[config.mk]
export PLATFORM = sky130hd
export DESIGN_NAME = interrupt_ack_ctrl_flat
export DESIGN_NICKNAME = d
export VERILOG_FILES = /design/src/rtl/pic_pkg.sv /design/src/rtl/interrupt_ack_ctrl_if.sv /design/src/rtl/isr_reg.sv /design/src/rtl/interrupt_ack_ctrl.sv /design/src/flat_wrapper.sv
export SDC_FILE = /design/constraint.sdc
export NUM_CORES = 1
export LEC_CHECK = 0
export ABC_AREA = 1
export CAP_MARGIN = 20
export CORE_MARGIN = 10
export CORE_UTILIZATION = 48
export CTS_CLUSTER_DIAMETER = 150
export CTS_CLUSTER_SIZE = 14
export DETAILED_ROUTE_END_ITERATION = 16
export PLACE_DENSITY = 0.83
export SLEW_MARGIN = 25
export SYNTH_ARGS = -nofsm -noshare
export SYNTH_HDL_FRONTEND = slang
export SYNTH_SLANG_ARGS = --single-unit
[constraint.sdc]
create_clock -name clk -period 1.9 [get_ports clk]
set_clock_uncertainty 0.05 [all_clocks]
set_input_delay 0.19 -clock clk [delete_from_list [all_inputs] [get_ports clk]]
set_output_delay 0.19 -clock clk [all_outputs]
set_load 0.02 [all_outputs]
[src/rtl/pic_pkg.sv]
// Shared types, sizes and helpers for the PIC-8259 interrupt acknowledge path.
package pic_pkg;

  localparam int NUM_IR    = 8;
  localparam int VEC_LVL_W = 3;

  typedef enum logic [2:0] {
    ST_IDLE = 3'd0,
    ST_PEND = 3'd1,
    ST_ACK1 = 3'd2,
    ST_GAP  = 3'd3,
    ST_ACK2 = 3'd4
  } ack_state_e;

  // Encodes a one-hot vector as its bit index. An all-zero input yields 0.
  function automatic logic [VEC_LVL_W-1:0] onehot_to_idx(input logic [NUM_IR-1:0] onehot);
    logic [VEC_LVL_W-1:0] idx;
    idx = '0;
    for (int i = 0; i < NUM_IR; i++) begin
      if (onehot[i]) idx = idx | VEC_LVL_W'(i);
    end
    return idx;
  endfunction

  // Returns the index of the lowest set bit. An all-zero input yields 0.
  function automatic logic [VEC_LVL_W-1:0] lowest_set(input logic [NUM_IR-1:0] bits);
    logic [VEC_LVL_W-1:0] idx;
    idx = '0;
    for (int i = NUM_IR - 1; i >= 0; i--) begin
      if (bits[i]) idx = VEC_LVL_W'(i);
    end
    return idx;
  endfunction

endpackage

[src/rtl/interrupt_ack_ctrl_if.sv]
// Request/acknowledge/vector bundle between the PIC core and the acknowledge controller.
interface interrupt_ack_ctrl_if;
  import pic_pkg::*;

  logic [NUM_IR-1:0]    resolved;
  logic                 inta_n;
  logic [4:0]           vector_base;
  logic                 eoi;
  logic                 eoi_specific;
  logic [VEC_LVL_W-1:0] eoi_level;

  logic                 int_out;
  logic [NUM_IR-1:0]    irr_clr;
  logic [NUM_IR-1:0]    isr;
  logic [7:0]           vector;
  logic                 vector_oe;

  modport master (
    output resolved, inta_n, vector_base, eoi, eoi_specific, eoi_level,
    input  int_out, irr_clr, isr, vector, vector_oe
  );

  modport slave (
    input  resolved, inta_n, vector_base, eoi, eoi_specific, eoi_level,
    output int_out, irr_clr, isr, vector, vector_oe
  );

endinterface

[src/rtl/isr_reg.sv]
// In-Service Register: one bit per IR level, set on acknowledge, cleared by EOI.
module isr_reg import pic_pkg::*; (
  input  logic                 clk,
  input  logic                 reset_n,
  input  logic [NUM_IR-1:0]    set_vec,
  input  logic                 ns_clr,
  input  logic                 sp_clr,
  input  logic [VEC_LVL_W-1:0] sp_level,
  input  logic                 aeoi_clr,
  input  logic [VEC_LVL_W-1:0] aeoi_level,
  output logic [NUM_IR-1:0]    isr
);

  logic [NUM_IR-1:0] isr_q;
  logic [NUM_IR-1:0] isr_d;
  logic [NUM_IR-1:0] clr_mask;

  // Gather all clear sources, then OR the set last so an in-flight acknowledge survives a clash.
  always_comb begin
    clr_mask = '0;
    if (ns_clr && (isr_q != '0)) clr_mask[lowest_set(isr_q)] = 1'b1;
    if (sp_clr)                  clr_mask[sp_level]          = 1'b1;
    if (aeoi_clr)                clr_mask[aeoi_level]        = 1'b1;
    isr_d = (isr_q & ~clr_mask) | set_vec;
  end

  // ISR storage.
  always_ff @(posedge clk or negedge reset_n) begin
    if (!reset_n) isr_q <= '0;
    else          isr_q <= isr_d;
  end

  assign isr = isr_q;

endmodule

[src/rtl/interrupt_ack_ctrl.sv]
// Acknowledge controller: gates the priority winner against the ISR, runs the
// two-pulse INTA handshake, drives the vector byte and services EOI commands.
module interrupt_ack_ctrl import pic_pkg::*; #(
  parameter bit AEOI = 1'b0
) (
  input  logic                clk,
  input  logic                reset_n,
  interrupt_ack_ctrl_if.slave bus
);

  ack_state_e           state_q, state_d;
  logic                 inta_d_q;
  logic [VEC_LVL_W-1:0] level_q, level_d;
  logic                 spurious_q, spurious_d;
  logic                 int_out_q, int_out_d;
  logic [NUM_IR-1:0]    irr_clr_q, irr_clr_d;
  logic [7:0]           vector_q, vector_d;
  logic                 vector_oe_q, vector_oe_d;

  logic [NUM_IR-1:0]    isr;
  logic [NUM_IR-1:0]    set_vec;
  logic                 aeoi_clr;
  logic [VEC_LVL_W-1:0] win_idx;
  logic [NUM_IR-1:0]    le_mask;
  logic                 eligible;
  logic                 fall;
  logic                 rise;

  // Fully nested mode: the winner is blocked by any in-service level at or above its priority.
  always_comb begin
    win_idx = onehot_to_idx(bus.resolved);
    le_mask = '0;
    for (int i = 0; i < NUM_IR; i++) begin
      le_mask[i] = (VEC_LVL_W'(i) <= win_idx);
    end
    eligible = (bus.resolved != '0) && ((isr & le_mask) == '0);
    fall     = inta_d_q & ~bus.inta_n;
    rise     = ~inta_d_q & bus.inta_n;
  end

  // INTA handshake sequencing; a spurious acknowledge reports level 7 and marks no ISR bit.
  always_comb begin
    state_d    = state_q;
    level_d    = level_q;
    spurious_d = spurious_q;
    set_vec    = '0;
    aeoi_clr   = 1'b0;
    case (state_q)
      ST_IDLE: begin
        if (eligible) state_d = ST_PEND;
      end
      ST_PEND: begin
        if (fall) begin
          state_d = ST_ACK1;
          if (bus.resolved == '0) begin
            level_d    = VEC_LVL_W'(NUM_IR - 1);
            spurious_d = 1'b1;
          end else begin
            level_d          = win_idx;
            spurious_d       = 1'b0;
            set_vec[win_idx] = 1'b1;
          end
        end else if (!eligible) begin
          state_d = ST_IDLE;
        end
      end
      ST_ACK1: begin
        if (rise) state_d = ST_GAP;
      end
      ST_GAP: begin
        if (fall) state_d = ST_ACK2;
      end
      ST_ACK2: begin
        if (rise) begin
          state_d = ST_IDLE;
          // A spurious cycle never set a bit, so it must not clear a genuine IR7 in service.
          aeoi_clr = AEOI && !spurious_q;
        end
      end
      default: state_d = ST_IDLE;
    endcase
  end

  // Output registers follow the next state so every output is a flop.
  always_comb begin
    int_out_d   = (state_d == ST_PEND);
    irr_clr_d   = set_vec;
    vector_oe_d = (state_d == ST_ACK2);
    vector_d    = (state_d == ST_ACK2) ? {bus.vector_base, level_d} : vector_q;
  end

  // State, edge-detect history and output registers.
  always_ff @(posedge clk or negedge reset_n) begin
    if (!reset_n) begin
      state_q     <= ST_IDLE;
      inta_d_q    <= 1'b1;
      level_q     <= '0;
      spurious_q  <= 1'b0;
      int_out_q   <= 1'b0;
      irr_clr_q   <= '0;
      vector_q    <= '0;
      vector_oe_q <= 1'b0;
    end else begin
      state_q     <= state_d;
      inta_d_q    <= bus.inta_n;
      level_q     <= level_d;
      spurious_q  <= spurious_d;
      int_out_q   <= int_out_d;
      irr_clr_q   <= irr_clr_d;
      vector_q    <= vector_d;
      vector_oe_q <= vector_oe_d;
    end
  end

  isr_reg u_isr_reg (
    .clk        (clk),
    .reset_n    (reset_n),
    .set_vec    (set_vec),
    .ns_clr     (bus.eoi && !bus.eoi_specific),
    .sp_clr     (bus.eoi && bus.eoi_specific),
    .sp_level   (bus.eoi_level),
    .aeoi_clr   (aeoi_clr),
    .aeoi_level (level_q),
    .isr        (isr)
  );

  assign bus.int_out   = int_out_q;
  assign bus.irr_clr   = irr_clr_q;
  assign bus.isr       = isr;
  assign bus.vector    = vector_q;
  assign bus.vector_oe = vector_oe_q;

endmodule
[src/flat_wrapper.sv]
// flat-port wrapper written by rule: the top's interface ports become plain ports
module interrupt_ack_ctrl_flat import pic_pkg::*;
#(
  parameter bit AEOI = 1'b0
)
  (clk, reset_n, bus_resolved, bus_inta_n, bus_vector_base, bus_eoi, bus_eoi_specific, bus_eoi_level, bus_int_out, bus_irr_clr, bus_isr, bus_vector, bus_vector_oe);
  interrupt_ack_ctrl_if bus_i ();
  input  logic clk;
  input  logic reset_n;
  input wire logic [$bits(bus_i.resolved)-1:0] bus_resolved;
  input wire logic [$bits(bus_i.inta_n)-1:0] bus_inta_n;
  input wire logic [$bits(bus_i.vector_base)-1:0] bus_vector_base;
  input wire logic [$bits(bus_i.eoi)-1:0] bus_eoi;
  input wire logic [$bits(bus_i.eoi_specific)-1:0] bus_eoi_specific;
  input wire logic [$bits(bus_i.eoi_level)-1:0] bus_eoi_level;
  output wire logic [$bits(bus_i.int_out)-1:0] bus_int_out;
  output wire logic [$bits(bus_i.irr_clr)-1:0] bus_irr_clr;
  output wire logic [$bits(bus_i.isr)-1:0] bus_isr;
  output wire logic [$bits(bus_i.vector)-1:0] bus_vector;
  output wire logic [$bits(bus_i.vector_oe)-1:0] bus_vector_oe;
  assign bus_i.resolved = bus_resolved;
  assign bus_i.inta_n = bus_inta_n;
  assign bus_i.vector_base = bus_vector_base;
  assign bus_i.eoi = bus_eoi;
  assign bus_i.eoi_specific = bus_eoi_specific;
  assign bus_i.eoi_level = bus_eoi_level;
  assign bus_int_out = bus_i.int_out;
  assign bus_irr_clr = bus_i.irr_clr;
  assign bus_isr = bus_i.isr;
  assign bus_vector = bus_i.vector;
  assign bus_vector_oe = bus_i.vector_oe;
  interrupt_ack_ctrl #(.AEOI(AEOI)) u_core (.clk(clk), .reset_n(reset_n), .bus(bus_i));
endmodule
Yosys cells after proc, flatten, opt, wreduce, memory -nomap -nowiden

Index checks and enable logic that the tools add are counted.
W data, S select, Z words.

Register bits after elaboration: 33
Output and inout bits: 26
Logic and storage cells: 87

Magnitude comparators: 14
Equal/unequal tests: 6
Mux-type cells: 37
Bitwise logic cells: 9
Reductions and logical operators: 13

Operator list:

| kind                 | number |
|---|---|
| $mux W3              | 22 |
| $mux W8              | 5 |
| $and A8 B8 Y8        | 2 |
| $logic_not A8 Y1     | 2 |
| $or A8 B8 Y8         | 2 |
| $reduce_bool A8 Y1   | 2 |
| $pmux W3 S5          | 1 |
| $le A3 B3 Y1 const A | 4 |
| $lt A3 B4 Y1 const B | 3 |
| $demux W1 S3         | 3 |
| $ge A3 B1 Y1 const B | 3 |
| $not A8 Y8           | 1 |
| $logic_and A1 B1 Y1  | 7 |
| $eq A3 B1 Y1 const B | 2 |
| $eq A3 B2 Y1 const B | 2 |
| $eq A3 B3 Y1 const B | 2 |
| $le A1 B3 Y1 const A | 2 |
| $le A2 B3 Y1 const A | 2 |
| $mux W1              | 4 |
| $mux W2              | 2 |
| $logic_not A3 Y1     | 1 |
| $and A1 B1 Y1        | 2 |
| $not A1 Y1           | 2 |
| $logic_not A1 Y1     | 1 |

Logic depth before layout (Yosys ltp)

Depth after elaboration: 19
Mapped depth: 11
Mapped depth without buffers: 11

By module

From an unflattened synthesis, not the netlist that was laid out.

Cells, all modules: 220
Area, all modules: 1724.2 µm²

Modules (own cells, without submodules):

| module             | times used | cells an instance | area an instance (µm²) |
|---|---|---|---|
| interrupt_ack_ctrl | 1          | 129               | 1127.3 |
| isr_reg            | 1          | 91                | 596.8 |

Least setup slack after synthesis

Ideal clock, no wire load.

Path kind: register -> register
From: register u_core.u_isr_reg.isr_q[1] (netlist: u_core.u_isr_reg.isr[1])
To: register u_core.u_isr_reg.isr_q[7] (netlist: u_core.u_isr_reg.isr[7])
Setup time: 116 ps
Data arrival time: 1167 ps
Data required time: 1734 ps
Path slack: 567 ps
Cell stages (with the launch flop): 9
Cell sequence: dfrtp_1 -> inv_1 -> nand2_1 -> nor2_1 -> nand3b_1 -> nor2_1 -> nand3_1 -> nand2_1 -> nand2_1

Cells in the longest elaborated chain, start to end: 13
Elaborated cells between the ends (all ways): 16
Classes of those cells: order compare (2); mux (7); bitwise (4); reduce/logical (3)

RTL lines:

| element                                                            | line          | RTL |
|---|---|---|
| start: declaration                                                 | isr_reg.sv:14 | `logic [NUM_IR-1:0] isr_q;` |
| start signal: assignment                                           | isr_reg.sv:30 | `else isr_q <= isr_d;` |
| $mux W3 (2 in a row)                                               | pic_pkg.sv:30 | `if (bits[i]) idx = VEC_LVL_W'(i);` |
| $mux W3                                                            | isr_reg.sv:21 | `if (ns_clr && (isr_q != '0)) clr_mask[lowest_set(isr_q)] = 1'b1;` |
| $lt A3 B4 Y1 (implied by the code) or $ge A3 B1 Y1 (tied branches) | isr_reg.sv:21 |  |
| $logic_and A1 B1 Y1 (implied by the code)                          | isr_reg.sv:21 |  |
| $mux W1 (implied by the code)                                      | isr_reg.sv:21 |  |
| $demux W1 S3                                                       | isr_reg.sv:21 |  |
| $mux W8 *                                                          | isr_reg.sv:21 |  |
| $or A8 B8 Y8 (no line)                                             | --            |  |
| $mux W8 *                                                          | isr_reg.sv:22 | `if (sp_clr) clr_mask[sp_level] = 1'b1;` |
| $not A8 Y8 *                                                       | isr_reg.sv:24 | `isr_d = (isr_q & ~clr_mask) \| set_vec;` |
| $and A8 B8 Y8 *                                                    | isr_reg.sv:24 |  |
| $or A8 B8 Y8 *                                                     | isr_reg.sv:24 |  |
| net u_core.u_isr_reg.isr_d[7]                                      | isr_reg.sv:15 | `logic [NUM_IR-1:0] isr_d;` |

The timed path passes the listed nets; every way through them passes the cells marked *. The select of a mux whose other input is x is not followed.
A chain may end at the register's enable or synchronous reset.

Worst setup path after layout

From: register u_core.u_isr_reg.isr_q[3] (netlist: u_core.u_isr_reg.isr[3])
To: output bus_isr[3]

RTL lines:

| element          | line               | RTL |
|---|---|---|
| end: declaration | flat_wrapper.sv:18 | `output wire logic [$bits(bus_i.isr)-1:0] bus_isr;` |

No word-level cell between the ends.

==> impl_metrics.py <==
metrics = {
    "status": {
        "status": "complete, no violations",
    },
    "grt": {
        "grt_pass1_wl_um": 6840,
        "antenna_found_initial": 0,
        "grt_max_degree": 34,
        "overflow": 0,
        "grt_pass1_vias": 1500,
        "grt_usage_pct": 13.2,
    },
    "synthesis": {
        "synth-edff-count": 0,
        "synth_area_um2": 1790,
        "synth_area_leaders": "dfrtp_1, nand2_1, nor2_1, inv_1, nor2_4",
        "ys_top_cells_by_count": "nand2_1, dfrtp_1, nor2_1",
        "synthArstFlopShare_pct": 100,
        "syn-num-nets": 240,
        "synth_cell_types": 28,
        "seq_area_frac_synth_pct": 46.3,
        "synth.largest_area_cell": "dfrtp_1",
        "avgSynthCellArea_um2": 8.16,
        "synth_warnings": 0,
        "ys_ff_latch": 33,
        "post-synth-top-count-cell": "nand2_1",
        "yosys.area.top_type_share_pct": 44.8,
        "ys_dominant_reg_cell": "dfrtp_1",
        "postSynthCellCount": 219,
    },
    "sta": {
        "final_hold_viol_count": 0,
        "rsz0062_at_grt": "false",
        "slew_violations": 0,
        "worst-slew-pin-transition_ns": 0.410,
        "fmax_mhz": 630,
        "slew_headroom_pct": 72.7,
        "setup_violations": 0,
        "period_share_pct": 83.6,
        "finalSetupTns_ns": 0,
        "fin_crit_ns": 1.59,
    },
    "floorplan": {
        "rows": 22,
        "core_um2": 3630,
        "die_h_um": 81.0,
        "die_w_um": 81.0,
        "start_util_pct": 49.2,
        "ios": 47,
        "fp.dieArea_um2": 6560,
    },
    "detailed_routing": {
        "first_iter_violations": 100,
        "firstDrtPassIters": 4,
        "drc_errors": 0,
        "ant_nets": 0,
        "routedWlPerCell_um": 12.5,
        "avgViaCountPerCell": 4.77,
        "vias": 1531,
        "drt_wl_total_um": 4000,
    },
    "layout": {
        "layout-drive-gt1-share_pct": 18.3,
        "final_net_count": 293,
        "antenna_cells": 0,
        "area_growth_pct": 33.8,
        "regArea_um2": 827,
        "multiInputGateArea_um2": 805,
        "num-fill-cells": 307,
    },
    "power": {
        "ir_drop_v": 0.000505,
        "p_leak_nw": 1.17,
        "power_density_nw_per_um2": 1180,
        "power_mw": 2.81,
    },
    "placement": {
        "numPortBuffers": 46,
        "gp_congestion": 0.871,
        "dp.final_hpwl_um": 3270,
    },
    "clocking": {
        "cts_resized": 0,
        "ctsLongestPathBuffers": 2,
        "htree_levels": 2,
        "holdBufCountCts": 0,
        "clk_pin_slew_worst_paths_ns": 0.07,
        "clock_sinks": 33,
        "cts_tree": "yes",
        "cts_buffers": 5,
        "post_cts_buffers": 0,
        "root_buffer": "clkbuf_8",
        "insertion_delay_ns": 0.29,
    },
    "setup_path": {
        "required_ns": 1.66,
        "cp_top_family": "buffers and inverters",
        "worstSetupEndpointType": "output pin",
        "crit_chain": "clkdlybuf4s50_1",
        "critPathMaxFanout": 5,
        "cpPeakStageDelay_ns": 0.64,
        "slowest_stage": "clkdlybuf4s50_1",
        "worstPathArrival_ns": 1.35,
        "path_buf_inv": 1,
        "start_kind": "register",
        "path_class": "reg -> out",
    },
    "job": {
        "cap_violations": 0,
    },
    "hold_path": {
        "min_path_type": "in -> async",
    },
}
## per-stage QoR
stage	hold slack [ns]	instance area [um^2]	cells	setup WS [ns]	utilization (%)
3_3_place_gp	0.404	2300	313	0.320	63.4
5_1_grt	0.302	2390	321	0.262	65.8
4_1_cts	0.269	2390	321	0.298	65.8
3_5_place_dp	0.407	2300	313	0.301	63.4
2_1_floorplan	-0.156	1790	219	0.567	-
6_report	0.247	2390	321	0.313	65.8
## where the power goes
group / leakage (nW) / switching (mW) / internal, mW
registers: 0.429 / 0.132 / 0.903
logic: 0.694 / 0.721 / 0.539
clock network: 0.0439 / 0.266 / 0.252
## layout by cell type (no fill, tap or decap), drive strengths merged, types with 2 or more instances in the layout
| master | netlist | layout |
|---|---|---|
| clkbuf | 0 | 5 |
| o21ai | 10 | 10 |
| inv | 34 | 34 |
| clkinv | 1 | 3 |
| nand4 | 2 | 2 |
| nand2 | 67 | 67 |
| nand3 | 20 | 20 |
| o22ai | 4 | 4 |
| clkdlybuf4s50 | 0 | 46 |
| nor2 | 43 | 43 |
| dfrtp | 32 | 32 |
## layer usage
layer | routed length (um) | part of all wire [%] | GRT usage (%)
met1 | 1700 | 42 | 16.6
met2 | 1910 | 48 | 21.0
met3 | 316 | 7.9 | 4.08
met4 | 85 | 2.1 | 4.84
met5 | 0 | 0 | 0
## final timing paths
path	startpoint	to	slack, ns	depth (start not counted)
min in group clk	bus_inta_n	u_core.inta_d_q	0.38	1
max in group asynchronous	reset_n	u_core.inta_d_q	1.22	2
worst max-delay path	u_core.u_isr_reg.isr[3]	bus_isr[3]	0.31	1
worst min-delay path	reset_n	u_core.u_isr_reg.isr[5]	0.25	2
worst min register to register	u_core.bus.vector[6]	u_core.bus.vector[6]	0.42	2
worst max register to register	u_core.u_isr_reg.isr[1]	u_core.u_isr_reg.isr[7]	0.47	8
## kinds of logic (layout without fill, tap and decap cells)
family                 after synthesis  count (layout)  share of synthesized area [%]
and+or+nand+nor                    135             135                           39.1
buffers and inverters               36              90                           8.68
DFF                                 33              33                           46.3
AOI/OAI and AO/OA                   15              15                           5.95
## final cells by class
cell class | count | area share [%]
inverter | 35 | 6.02
clock buffer | 5 | 2.88
tap | 48 | 2.51
timing repair buffer | 47 | 19.6
clock inverter | 3 | 0.733
multi-input combinational | 150 | 33.7
sequential | 33 | 34.6
(Power assumes the default switching activity.)
